**src/rtl/aes_pkg.sv**
```systemverilog
// -----------------------------------------------------------------------------
// aes_pkg
// Shared definitions for the AES round scheduler: controller state encoding,
// round count and key/schedule widths.
// No ports (package).
// -----------------------------------------------------------------------------
package aes_pkg;

    localparam int NUM_ROUNDS = 10;
    localparam int KEY_W      = 128;
    localparam int SCHED_W    = 1408;   // (NUM_ROUNDS + 1) round keys
    localparam int RND_W      = 4;

    localparam logic [RND_W-1:0] LAST_RND = RND_W'(NUM_ROUNDS);

    typedef enum logic [2:0] {
        ST_IDLE  = 3'd0,
        ST_KLOAD = 3'd1,
        ST_KEXP  = 3'd2,
        ST_READY = 3'd3,
        ST_ROUND = 3'd4,
        ST_DONE  = 3'd5
    } state_t;

endpackage

```
**src/rtl/aes_round_sched_if.sv**
```systemverilog
// -----------------------------------------------------------------------------
// aes_round_sched_if
// Host-side handshakes of the AES round scheduler.
//   key_req / key_in / key_ack : key-load request, key, one-cycle acknowledge
//   in_valid / in_ready        : block-request handshake
//   out_valid / out_ready      : result handshake
// Modports: master = host, slave = scheduler.
// -----------------------------------------------------------------------------
interface aes_round_sched_if;
    import aes_pkg::*;

    logic             key_req;
    logic [KEY_W-1:0] key_in;
    logic             key_ack;
    logic             in_valid;
    logic             in_ready;
    logic             out_valid;
    logic             out_ready;

    modport master (
        output key_req, key_in, in_valid, out_ready,
        input  key_ack, in_ready, out_valid
    );

    modport slave (
        input  key_req, key_in, in_valid, out_ready,
        output key_ack, in_ready, out_valid
    );

endinterface

```
**src/rtl/aes_rk_select.sv**
```systemverilog
// -----------------------------------------------------------------------------
// aes_rk_select
// 11-way round-key multiplexer. Round key r sits at
// i_sched[SCHED_W-1-KEY_W*r -: KEY_W]. Output is zero when i_en is low.
// Ports:
//   i_sched : full key schedule (11 x 128 bits)
//   i_round : round index 0..10
//   i_en    : select enable
//   o_key   : selected round key
// -----------------------------------------------------------------------------
module aes_rk_select
    import aes_pkg::*;
(
    input  logic [SCHED_W-1:0] i_sched,
    input  logic [RND_W-1:0]   i_round,
    input  logic               i_en,
    output logic [KEY_W-1:0]   o_key
);

    always_comb begin
        o_key = '0;
        for (int r = 0; r <= NUM_ROUNDS; r++) begin
            if (i_en && (i_round == RND_W'(r))) begin
                o_key = i_sched[SCHED_W-1-KEY_W*r -: KEY_W];
            end
        end
    end

endmodule

```
**src/rtl/aes_round_sched.sv**
```systemverilog
// -----------------------------------------------------------------------------
// aes_round_sched
// Control FSM sequencing an AES-128 key load through an external keyexpansion
// block and then stepping a round datapath through rounds 0..10 per block.
// Optional macro: AES_SCHED_TIMEOUT_EN adds a KEXP watchdog (TIMEOUT_CYCLES)
// and the sticky kx_timeout output.
// Ports:
//   clk, rst             : clock, asynchronous active-low reset
//   host                 : key / block / result handshakes (slave modport)
//   kx_key, kx_start     : registered key and start pulse to keyexpansion
//   kx_finish, kx_out    : keyexpansion done and its 11 round keys
//   rd_load/step/last    : round-datapath controls
//   rd_key, rd_round     : current round key and index (0 when idle)
//   busy                 : high outside IDLE and READY
//   kx_timeout           : sticky abort flag (AES_SCHED_TIMEOUT_EN only)
// -----------------------------------------------------------------------------
module aes_round_sched
    import aes_pkg::*;
#(
    parameter int TIMEOUT_CYCLES = 64
)
(
    input  logic               clk,
    input  logic               rst,
    aes_round_sched_if.slave   host,
    output logic [KEY_W-1:0]   kx_key,
    output logic               kx_start,
    input  logic               kx_finish,
    input  logic [SCHED_W-1:0] kx_out,
    output logic               rd_load,
    output logic               rd_step,
    output logic               rd_last,
    output logic [KEY_W-1:0]   rd_key,
    output logic [RND_W-1:0]   rd_round,
    output logic               busy
`ifdef AES_SCHED_TIMEOUT_EN
    ,
    output logic               kx_timeout
`endif
);

    localparam int TMO_W = $clog2(TIMEOUT_CYCLES + 1);

    state_t             r_state;
    logic [KEY_W-1:0]   r_kx_key;
    logic               r_kx_start;
    logic               r_key_ack;
    logic               r_rd_load;
    logic               r_rd_step;
    logic               r_rd_last;
    logic [RND_W-1:0]   r_rd_round;
    logic               r_out_valid;

    logic               w_in_ready;
    logic               w_key_accept;
    logic               w_block_accept;

`ifdef AES_SCHED_TIMEOUT_EN
    logic [TMO_W-1:0]   r_tmo_cnt;
    logic               r_kx_timeout;
    assign kx_timeout = r_kx_timeout;
`else
    // Keeps TIMEOUT_CYCLES referenced when the watchdog is compiled out.
    logic [TMO_W-1:0]   w_unused_tmo;
    assign w_unused_tmo = '0;
`endif

    // key_req is still high during the key_ack cycle (the requester drops it
    // only after seeing the ack), so READY must not re-accept it then.
    assign w_key_accept   = host.key_req &&
                            ((r_state == ST_IDLE) ||
                             ((r_state == ST_READY) && !r_key_ack));
    assign w_in_ready     = (r_state == ST_READY) && !host.key_req;
    assign w_block_accept = host.in_valid && w_in_ready;

    always_ff @(posedge clk or negedge rst) begin
        if (!rst) begin
            r_state      <= ST_IDLE;
            r_kx_key     <= '0;
            r_kx_start   <= 1'b0;
            r_key_ack    <= 1'b0;
            r_rd_load    <= 1'b0;
            r_rd_step    <= 1'b0;
            r_rd_last    <= 1'b0;
            r_rd_round   <= '0;
            r_out_valid  <= 1'b0;
`ifdef AES_SCHED_TIMEOUT_EN
            r_tmo_cnt    <= '0;
            r_kx_timeout <= 1'b0;
`endif
        end else begin
            r_kx_start <= 1'b0;
            r_key_ack  <= 1'b0;
            if (w_key_accept) begin
                r_kx_key   <= host.key_in;
                r_kx_start <= 1'b1;
                r_state    <= ST_KLOAD;
`ifdef AES_SCHED_TIMEOUT_EN
                r_kx_timeout <= 1'b0;
`endif
            end else begin
                case (r_state)
                    ST_KLOAD: begin
                        r_state <= ST_KEXP;
`ifdef AES_SCHED_TIMEOUT_EN
                        r_tmo_cnt <= '0;
`endif
                    end
                    ST_KEXP: begin
                        if (kx_finish) begin
                            r_key_ack <= 1'b1;
                            r_state   <= ST_READY;
                        end
`ifdef AES_SCHED_TIMEOUT_EN
                        else if (r_tmo_cnt == TMO_W'(TIMEOUT_CYCLES - 1)) begin
                            r_kx_timeout <= 1'b1;
                            r_state      <= ST_IDLE;
                        end else begin
                            r_tmo_cnt <= r_tmo_cnt + 1'b1;
                        end
`endif
                    end
                    ST_READY: begin
                        if (w_block_accept) begin
                            r_rd_load  <= 1'b1;
                            r_rd_round <= '0;
                            r_state    <= ST_ROUND;
                        end
                    end
                    ST_ROUND: begin
                        if (r_rd_round == LAST_RND) begin
                            r_rd_load   <= 1'b0;
                            r_rd_step   <= 1'b0;
                            r_rd_last   <= 1'b0;
                            r_rd_round  <= '0;
                            r_out_valid <= 1'b1;
                            r_state     <= ST_DONE;
                        end else begin
                            r_rd_load  <= 1'b0;
                            r_rd_step  <= 1'b1;
                            r_rd_round <= r_rd_round + 1'b1;
                            r_rd_last  <= (r_rd_round == LAST_RND - 1'b1);
                        end
                    end
                    ST_DONE: begin
                        if (host.out_ready) begin
                            r_out_valid <= 1'b0;
                            r_state     <= ST_READY;
                        end
                    end
                    default: r_state <= r_state;
                endcase
            end
        end
    end

    // kx_out is held stable by keyexpansion, so the mux reads it directly.
    aes_rk_select u_rk_select (
        .i_sched (kx_out),
        .i_round (r_rd_round),
        .i_en    (r_rd_load | r_rd_step),
        .o_key   (rd_key)
    );

    assign kx_key         = r_kx_key;
    assign kx_start       = r_kx_start;
    assign host.key_ack   = r_key_ack;
    assign host.in_ready  = w_in_ready;
    assign host.out_valid = r_out_valid;
    assign rd_load        = r_rd_load;
    assign rd_step        = r_rd_step;
    assign rd_last        = r_rd_last;
    assign rd_round       = r_rd_round;
    assign busy           = (r_state != ST_IDLE) && (r_state != ST_READY);

endmodule
```
**src/flat_wrapper.sv**
```systemverilog
// flat-port wrapper written by rule: the top's interface ports become plain ports
module aes_round_sched_flat import aes_pkg::*;
#(
    parameter int TIMEOUT_CYCLES = 64
)
  (clk, rst, kx_key, kx_start, kx_finish, kx_out, rd_load, rd_step, rd_last, rd_key, rd_round, busy, host_key_req, host_key_in, host_in_valid, host_out_ready, host_key_ack, host_in_ready, host_out_valid);
  aes_round_sched_if host_i ();
  input  logic clk;
  input  logic rst;
  output logic [KEY_W-1:0] kx_key;
  output logic kx_start;
  input  logic kx_finish;
  input  logic [SCHED_W-1:0] kx_out;
  output logic rd_load;
  output logic rd_step;
  output logic rd_last;
  output logic [KEY_W-1:0] rd_key;
  output logic [RND_W-1:0] rd_round;
  output logic busy;
  input wire logic [$bits(host_i.key_req)-1:0] host_key_req;
  input wire logic [$bits(host_i.key_in)-1:0] host_key_in;
  input wire logic [$bits(host_i.in_valid)-1:0] host_in_valid;
  input wire logic [$bits(host_i.out_ready)-1:0] host_out_ready;
  output wire logic [$bits(host_i.key_ack)-1:0] host_key_ack;
  output wire logic [$bits(host_i.in_ready)-1:0] host_in_ready;
  output wire logic [$bits(host_i.out_valid)-1:0] host_out_valid;
  assign host_i.key_req = host_key_req;
  assign host_i.key_in = host_key_in;
  assign host_i.in_valid = host_in_valid;
  assign host_i.out_ready = host_out_ready;
  assign host_key_ack = host_i.key_ack;
  assign host_in_ready = host_i.in_ready;
  assign host_out_valid = host_i.out_valid;
  aes_round_sched #(.TIMEOUT_CYCLES(TIMEOUT_CYCLES)) u_core (.clk(clk), .rst(rst), .host(host_i), .kx_key(kx_key), .kx_start(kx_start), .kx_finish(kx_finish), .kx_out(kx_out), .rd_load(rd_load), .rd_step(rd_step), .rd_last(rd_last), .rd_key(rd_key), .rd_round(rd_round), .busy(busy));
endmodule
```
**config.mk**
```make
export PLATFORM = sky130hd
export DESIGN_NAME = aes_round_sched_flat
export DESIGN_NICKNAME = d
export VERILOG_FILES = /design/src/rtl/aes_pkg.sv /design/src/rtl/aes_round_sched_if.sv /design/src/rtl/aes_rk_select.sv /design/src/rtl/aes_round_sched.sv /design/src/flat_wrapper.sv
export SDC_FILE = /design/constraint.sdc
export NUM_CORES = 1
export LEC_CHECK = 0
export ABC_AREA = 1
export BUFFER_PORTS_ARGS = -buffer_cell sky130_fd_sc_hd__buf_4
export CORE_AREA = 2 2 696 698
export CTS_CLUSTER_DIAMETER = 50
export CTS_CLUSTER_SIZE = 14
export DETAILED_ROUTE_END_ITERATION = 7
export DIE_AREA = 0 0 698 700
export PLACE_DENSITY = 0.3
export SYNTH_ARGS = -nofsm -noshare
export SYNTH_HDL_FRONTEND = slang
export SYNTH_SLANG_ARGS = --single-unit
```
**constraint.sdc**
```tcl
create_clock -name clk -period 5.4 [get_ports clk]
set_clock_uncertainty 0.05 [all_clocks]
set_input_delay 0.81 -clock clk [delete_from_list [all_inputs] [get_ports clk]]
set_output_delay 0.81 -clock clk [all_outputs]
set_load 0.01 [all_outputs]
```
==> flow_metrics.env, run 1 <==
export IMPL_via_count=32040
export IMPL_cts_resized=5
export IMPL_drt_iter0_drc=3468
export IMPL_drt_total_wl_um=385100
export IMPL_dr_pass1_iters=6
export IMPL_cts_tree="done"
export IMPL_root_buffer="clkbuf_16"
export IMPL_worst_pin_slew_ns=1.058
export IMPL_grt_setup_unrepaired="false"
export IMPL_synth_edf_count=0
export IMPL_critPathRequiredTime_ns=4.54
export IMPL_async_flop_share_pct=100.0
export IMPL_dp_hpwl_um=352800
export IMPL_syn_avg_cell_area_um2=5.229
export IMPL_period_share_pct=95.65
export IMPL_grt_pass1_vias=31220
export IMPL_status="finished, final reports clean"
export IMPL_grt_util_met1_pct=18.20
export IMPL_post_cts_setup_buffer_count=0
export IMPL_grt_max_degree=100
export IMPL_port_buffers=1809
export IMPL_synth_cells=3172
export IMPL_area_growth_syn_to_layout_pct=136.1
export IMPL_total_leakage_power_nw=17.54
export IMPL_crit_slowest_cell="nand2_1"
export IMPL_synthesis_area_um2=16590
export IMPL_r2r_cells=10
export IMPL_synthDistinctLibCells=27
export IMPL_ios=1810
export IMPL_fmax_mhz=193.6
export IMPL_numCtsBuffers=25
export IMPL_clk_pin_slew_ns=0.13
export IMPL_drive_above_1_share_pct=40.25
export IMPL_die_y_um=700
export IMPL_setup_tns_ns=0
export IMPL_cp_end_kind="output pin"
export IMPL_place_ws_ns=0.4277
export IMPL_hold_class="input port to asynchronous set/reset pin"
export IMPL_start_kind="flop"
export IMPL_cp_data_arrival_time_ns=4.31
export IMPL_power_mw=20.86
export IMPL_drv_cap=0
export IMPL_place_gp_congestion=0.9733
export IMPL_antenna_left=0
export IMPL_yosysWarnings=0
export IMPL_grt_pass1_wl_um=454100
export IMPL_grt_use_met2_pct=23.95
export IMPL_critPathMaxStageDelay_ns=0.50
export IMPL_critical_path_cell_chain="nor2_1 > nor2_4 > buf_4 > nand2_1 > nor2_1 > nor2_1 > nand3_1 > nand2_1 > nand3_1 > nand2_1 > nand3_1 > buf_4"
export IMPL_cp_max_fo=20
export IMPL_nets=6406
export IMPL_antenna_found_initial=305
export IMPL_crit_type="flop to output pin"
export IMPL_synth_seq_cells=141
export IMPL_track_usage_pct=15.05
export IMPL_ir_drop_v=0.0002934
export IMPL_top_usage_layer="met2"
export IMPL_post_route_min_period_ns=5.165
export IMPL_synth_ff_type="dfrtp_1"
export IMPL_slew_violations=0
export IMPL_relSlewSlack_pct=29.21
export IMPL_cts_hold_buffers=0
export IMPL_rows=255
export IMPL_setup_viol=0
export IMPL_final_seq_area_um2=3528
export IMPL_initial_core_util_pct=3.447
export IMPL_hold_violations=0
export IMPL_synthTopCellsByArea="nand2_1, dfrtp_1, nand4_1"
export IMPL_synth_largest_area_cell="nand2_1"
export IMPL_clkSinkCount=141
export IMPL_setup_ws_ns=0.2349
export IMPL_ys_seq_area_share_pct=21.27
export IMPL_clk_insertion_delay_late_ns=0.59
export IMPL_route_detailed_drc=0
export IMPL_htree_levels=4
export IMPL_die_area_um2=488600
export IMPL_synth_top_area_share_pct=27.04
export IMPL_syn_nets=4714
export IMPL_die_x_um=698
export IMPL_cts_path_max_buffers=3
export IMPL_fill_cells=57590
export IMPL_overflow=0
export IMPL_wire_per_inst_um=33.85
export IMPL_p_per_area_nw_per_um2=532.8
export IMPL_core_area_um2=481100
export IMPL_multiInputGateArea_um2=11070
export IMPL_use_met3_pct=7.046
export IMPL_viasPerCell=2.816
cell usage after synthesis (2+ instances only):
cell type / n
a21oi_1: 7
a31oi_1: 2
buf_1: 14
buf_2: 123
buf_4: 3
clkbuf_1: 94
dfrtp_1: 141
inv_1: 281
inv_2: 3
nand2_1: 1195
nand2_2: 2
nand3_1: 395
nand4_1: 374
nor2_1: 515
nor2_2: 3
o21ai_0: 5
or2_2: 5
final cells by class:
class | instances | share of cell area, %
Timing Repair Buffer | 1899 | 37.21
Antenna cell | 85 | 0.5432
Clock inverter | 2 | 0.03195
Sequential cell | 141 | 9.011
Clock buffer | 28 | 1.678
Tap cell | 6425 | 20.53
Inverter | 284 | 2.729
Multi-Input combinational cell | 2513 | 28.27
metal layers:
| layer | vias to the layer above | part of all wire, % | wire, µm |
|---|---|---|---|
| met1 | 15630 | 41 | 156500 |
| met2 | 2080 | 45 | 172700 |
| li1 | 13710 | - | - |
| met5 | - | 0.24 | 923 |
| met4 | 138 | 2.8 | 10930 |
| met3 | 478 | 11 | 44050 |
cells in the final DEF, fill, tap and decap left out, types with 4 or more instances in the layout:
master,instances
nor2_4,10
diode_2,85
nand4_1,374
nor2_1,505
dfrtp_1,141
nor2_2,4
buf_4,1872
nand3_1,393
a21oi_1,7
o21ai_0,5
or2_2,5
clkbuf_16,25
inv_1,280
buf_12,24
nand2_1,1193
critical path: cells and delay by family (launching register included):
family                 cells  cell delay (ns)
buffers and inverters      2             0.62
DFF                        1             0.42
and+or+nand+nor           10             2.62
kinds of logic after synthesis:
logic type / after synthesis / share of synthesized area (%)
flip-flops: 141 / 21.27
AO/OA/AOI/OAI: 21 / 0.7468
buffers and inverters: 518 / 12.72
AND/OR/NAND/NOR: 2492 / 65.26
power by group:
part / leakage [nW] / switching, mW / internal, mW / total, mW
combinational: 15.5 / 12.7 / 4.72 / 17.5
sequential: 1.75 / 0.321 / 1.56 / 1.88
clock: 0.328 / 0.659 / 0.852 / 1.51
total: 17.5 / 13.7 / 7.14 / 20.9
flip-flops by register name, summed over array words and instances, names as in the netlist:
register / cells
u_core.host.out_valid: 1
u_core.r_state: 3
u_core.kx_key: 128
u_core.rd_round: 4
u_core.rd_last: 1
u_core.host.key_ack: 1
u_core.rd_load: 1
u_core.rd_step: 1
u_core.kx_start: 1
through the flow:
stage	cells	hold slack (ns)	util [%]	cell area, µm²
after floorplan	3172	0.4356	-	16590
after global placement	11260	0.4157	7.948	38240
after detailed placement	11260	0.4157	7.951	38260
after CTS	11290	0.1959	8.094	38940
after global routing	11330	0.2367	8.115	39040
final	11380	0.2434	8.139	39160
final timing paths:
check / startpoint / to / slack, ns
max in group asynchronous: rst / u_core.r_state[2] / 3.99
hold / removal: rst / u_core.kx_key[36] / 0.24
min in group clk: host_key_in[24] / u_core.kx_key[24] / 0.38
setup / recovery: u_core.rd_step / rd_key[123] / 0.23
setup reg to reg: u_core.r_state[1] / u_core.rd_round[3] / 2.32
hold reg to reg: u_core.kx_key[39] / u_core.kx_key[39] / 0.43
No activity file was read; power rests on OpenSTA's default activity.
==> run 2: changes to the inputs <==
--- a/config.mk
+++ b/config.mk
@@ -6,13 +6,14 @@
 export NUM_CORES = 1
 export LEC_CHECK = 0
 export ABC_AREA = 1
-export BUFFER_PORTS_ARGS = -buffer_cell sky130_fd_sc_hd__buf_4
-export CORE_AREA = 2 2 696 698
+export CORE_AREA = 2 2 713 715
 export CTS_CLUSTER_DIAMETER = 50
 export CTS_CLUSTER_SIZE = 14
 export DETAILED_ROUTE_END_ITERATION = 7
-export DIE_AREA = 0 0 698 700
+export DIE_AREA = 0 0 715 717
+export DONT_BUFFER_PORTS = 1
 export PLACE_DENSITY = 0.3
+export REMOVE_ABC_BUFFERS = 1
 export SYNTH_ARGS = -nofsm -noshare
 export SYNTH_HDL_FRONTEND = slang
 export SYNTH_SLANG_ARGS = --single-unit
==> run 2 against run 1 <==
The run now ends with negative setup slack left. Clock power down 17%. Sequential power up 24%. Maximum frequency down 7.6%. Wire length up 0.21%. Via count down 19%. Hold slack worse by 0.028 ns. Flip-flop and latch count unchanged. Register-to-register slack better by 0.16 ns. First-iteration DRC count down 18%. Utilization down 2.8 points. Critical endpoint is now rd_key[99]. Highest routed layer unchanged.
==> flow_metrics.env, run 2 (synthesis results as in run 1) <==
export IMPL_via_count=26000
export IMPL_use_met3_pct=7.376
export IMPL_setup_tns_ns=-0.3359
export IMPL_route_detailed_drc=0
export IMPL_p_per_area_nw_per_um2=725.2
export IMPL_largest_reg_flops=128
export IMPL_fill_cells=60370
export IMPL_htree_levels=4
export IMPL_numCtsBuffers=17
export IMPL_drt_total_wl_um=385900
export IMPL_drv_cap=0
export IMPL_hold_class="input port to asynchronous set/reset pin"
export IMPL_period_share_pct=103.5
export IMPL_final_cell_mix="nand2_1, nor2_1, nand3_1"
export IMPL_antenna_left=0
export IMPL_core_area_um2=504500
export IMPL_cp_data_arrival_time_ns=4.73
export IMPL_cts_tree="done"
export IMPL_root_buffer="clkbuf_16"
export IMPL_critPathMaxStageDelay_ns=0.76
export IMPL_crit_top_cell="nand4_1"
export IMPL_cp_top_family="simple AND/OR/NAND/NOR gates"
export IMPL_cp_num_buf_inv=3
export IMPL_utilization_pct=5.357
export IMPL_nets=4698
export IMPL_track_usage_pct=14.29
export IMPL_clk_insertion_delay_late_ns=0.47
export IMPL_total_leakage_power_nw=9.382
export IMPL_drt_iter0_drc=2859
export IMPL_relSlewSlack_pct=15.97
export IMPL_post_route_min_period_ns=5.591
export IMPL_grt_pass1_vias=24030
export IMPL_grt_pass1_wl_um=436300
export IMPL_viasPerCell=2.603
export IMPL_cp_max_fo=48
export IMPL_die_x_um=715
export IMPL_grt_use_met2_pct=22.85
export IMPL_overflow=0
export IMPL_clkSinkCount=141
export IMPL_wire_per_inst_um=38.65
export IMPL_status="finished with violations"
export IMPL_dp_hpwl_um=354800
export IMPL_final_seq_area_um2=3533
export IMPL_crit_slowest_cell="nand4_1"
export IMPL_setup_viol=2
export IMPL_critPathRequiredTime_ns=4.54
export IMPL_cp_end_kind="output pin"
export IMPL_layout_commonest_cell="nand2_1"
export IMPL_grt_max_degree=142
export IMPL_critical_path_cell_chain="nor2_4 > buf_12 > buf_4 > nand4_1 > nand3_2 > nor2_1 > nand4_1 > nor2_1 > nand4_1 > buf_4"
export IMPL_place_gp_congestion=0.9981
export IMPL_dr_pass1_iters=5
export IMPL_cts_path_max_buffers=2
export IMPL_setup_ws_ns=-0.1912
export IMPL_port_buffers=0
export IMPL_hold_violations=0
export IMPL_grt_setup_unrepaired="true"
export IMPL_fmax_mhz=178.9
export IMPL_slew_violations=0
export IMPL_rows=261
export IMPL_ir_drop_v=0.0002653
export IMPL_start_kind="flop"
export IMPL_die_area_um2=512700
export IMPL_drive_above_1_share_pct=8.552
export IMPL_top_usage_layer="met2"
export IMPL_grt_util_met1_pct=16.67
export IMPL_multiInputGateArea_um2=11130
export IMPL_crit_type="flop to output pin"
export IMPL_ios=1810
export IMPL_area_growth_syn_to_layout_pct=62.97
export IMPL_die_y_um=717
export IMPL_violations="negative setup slack"
export IMPL_worst_pin_slew_ns=1.260
export IMPL_initial_core_util_pct=3.287
export IMPL_clk_pin_slew_ns=0.07
export IMPL_antenna_found_initial=360
## run 2: path summary, 6_finish.rpt
| path | start | end | slack (ns) | cells after the start |
|---|---|---|---|---|
| worst max-delay path | u_core.rd_round[2] | rd_key[99] | -0.19 | 10 |
| worst min-delay path | rst | u_core.kx_key[122] | 0.22 | 1 |
| worst max register to register | u_core.r_state[2] | u_core.kx_key[48] | 2.48 | 8 |
| worst min register to register | u_core.kx_key[23] | u_core.kx_key[23] | 0.50 | 2 |
| max in group asynchronous | rst | u_core.kx_key[12] | 4.27 | 1 |
| min in group clk | host_key_in[45] | u_core.kx_key[45] | 0.39 | 2 |
## run 2: power by group
group          switching [mW]  total (mW)  internal [mW]
clock network           0.564        1.26          0.697
registers               0.776        2.34           1.56
logic                    12.9        16.0           3.14
## run 2: area by class of cell
| class | instances | share of cell area (%) |
|---|---|---|
| diodes | 111 | 1.028 |
| clock inverters | 15 | 0.6481 |
| multi-input cells | 2514 | 41.16 |
| repair buffers | 198 | 7.494 |
| inverters | 284 | 3.981 |
| flip-flops and latches | 141 | 13.07 |
| clock buffers | 17 | 1.574 |
| well taps | 6706 | 31.04 |
## run 2: layer usage
metal	share of wire, %	up-vias
met5	0.39	-
li1	-	10330
met4	2.8	188
met3	13	599
met2	45	2227
met1	39	12650
## run 2: what timing repair did
action	4_1_cts	5_1_grt
endpoints found under the hold margin	141	0
resized for setup	13	11
endpoints found under the setup margin	7	3
gates cloned	2	0
hold buffers	1	0
pin swaps	12	9
setup buffers	25	0
## run 2: worst reg2reg max path, delay by kind of cell, from the launching register on
kind	cells	cell delay [ns]
and+or+nand+nor	4	0.96
DFF	1	0.41
AOI/OAI and AO/OA	1	0.32
buffers and inverters	3	1.12
## run 2: through the flow
step           setup WS [ns]  hold slack [ns]  instance area, µm²  instances  power [mW]
2_1_floorplan         -7.050           0.4356               15540       2938       7.084
3_3_place_gp          0.1082           0.4671               25790       9817       18.28
3_5_place_dp          0.1196           0.4672               25790       9817       18.21
4_1_cts             0.002281           0.2514               26720       9877       20.02
5_1_grt              -0.1493           0.2477               26890       9930       20.71
6_report             -0.1912           0.2154               27030       9986       19.60
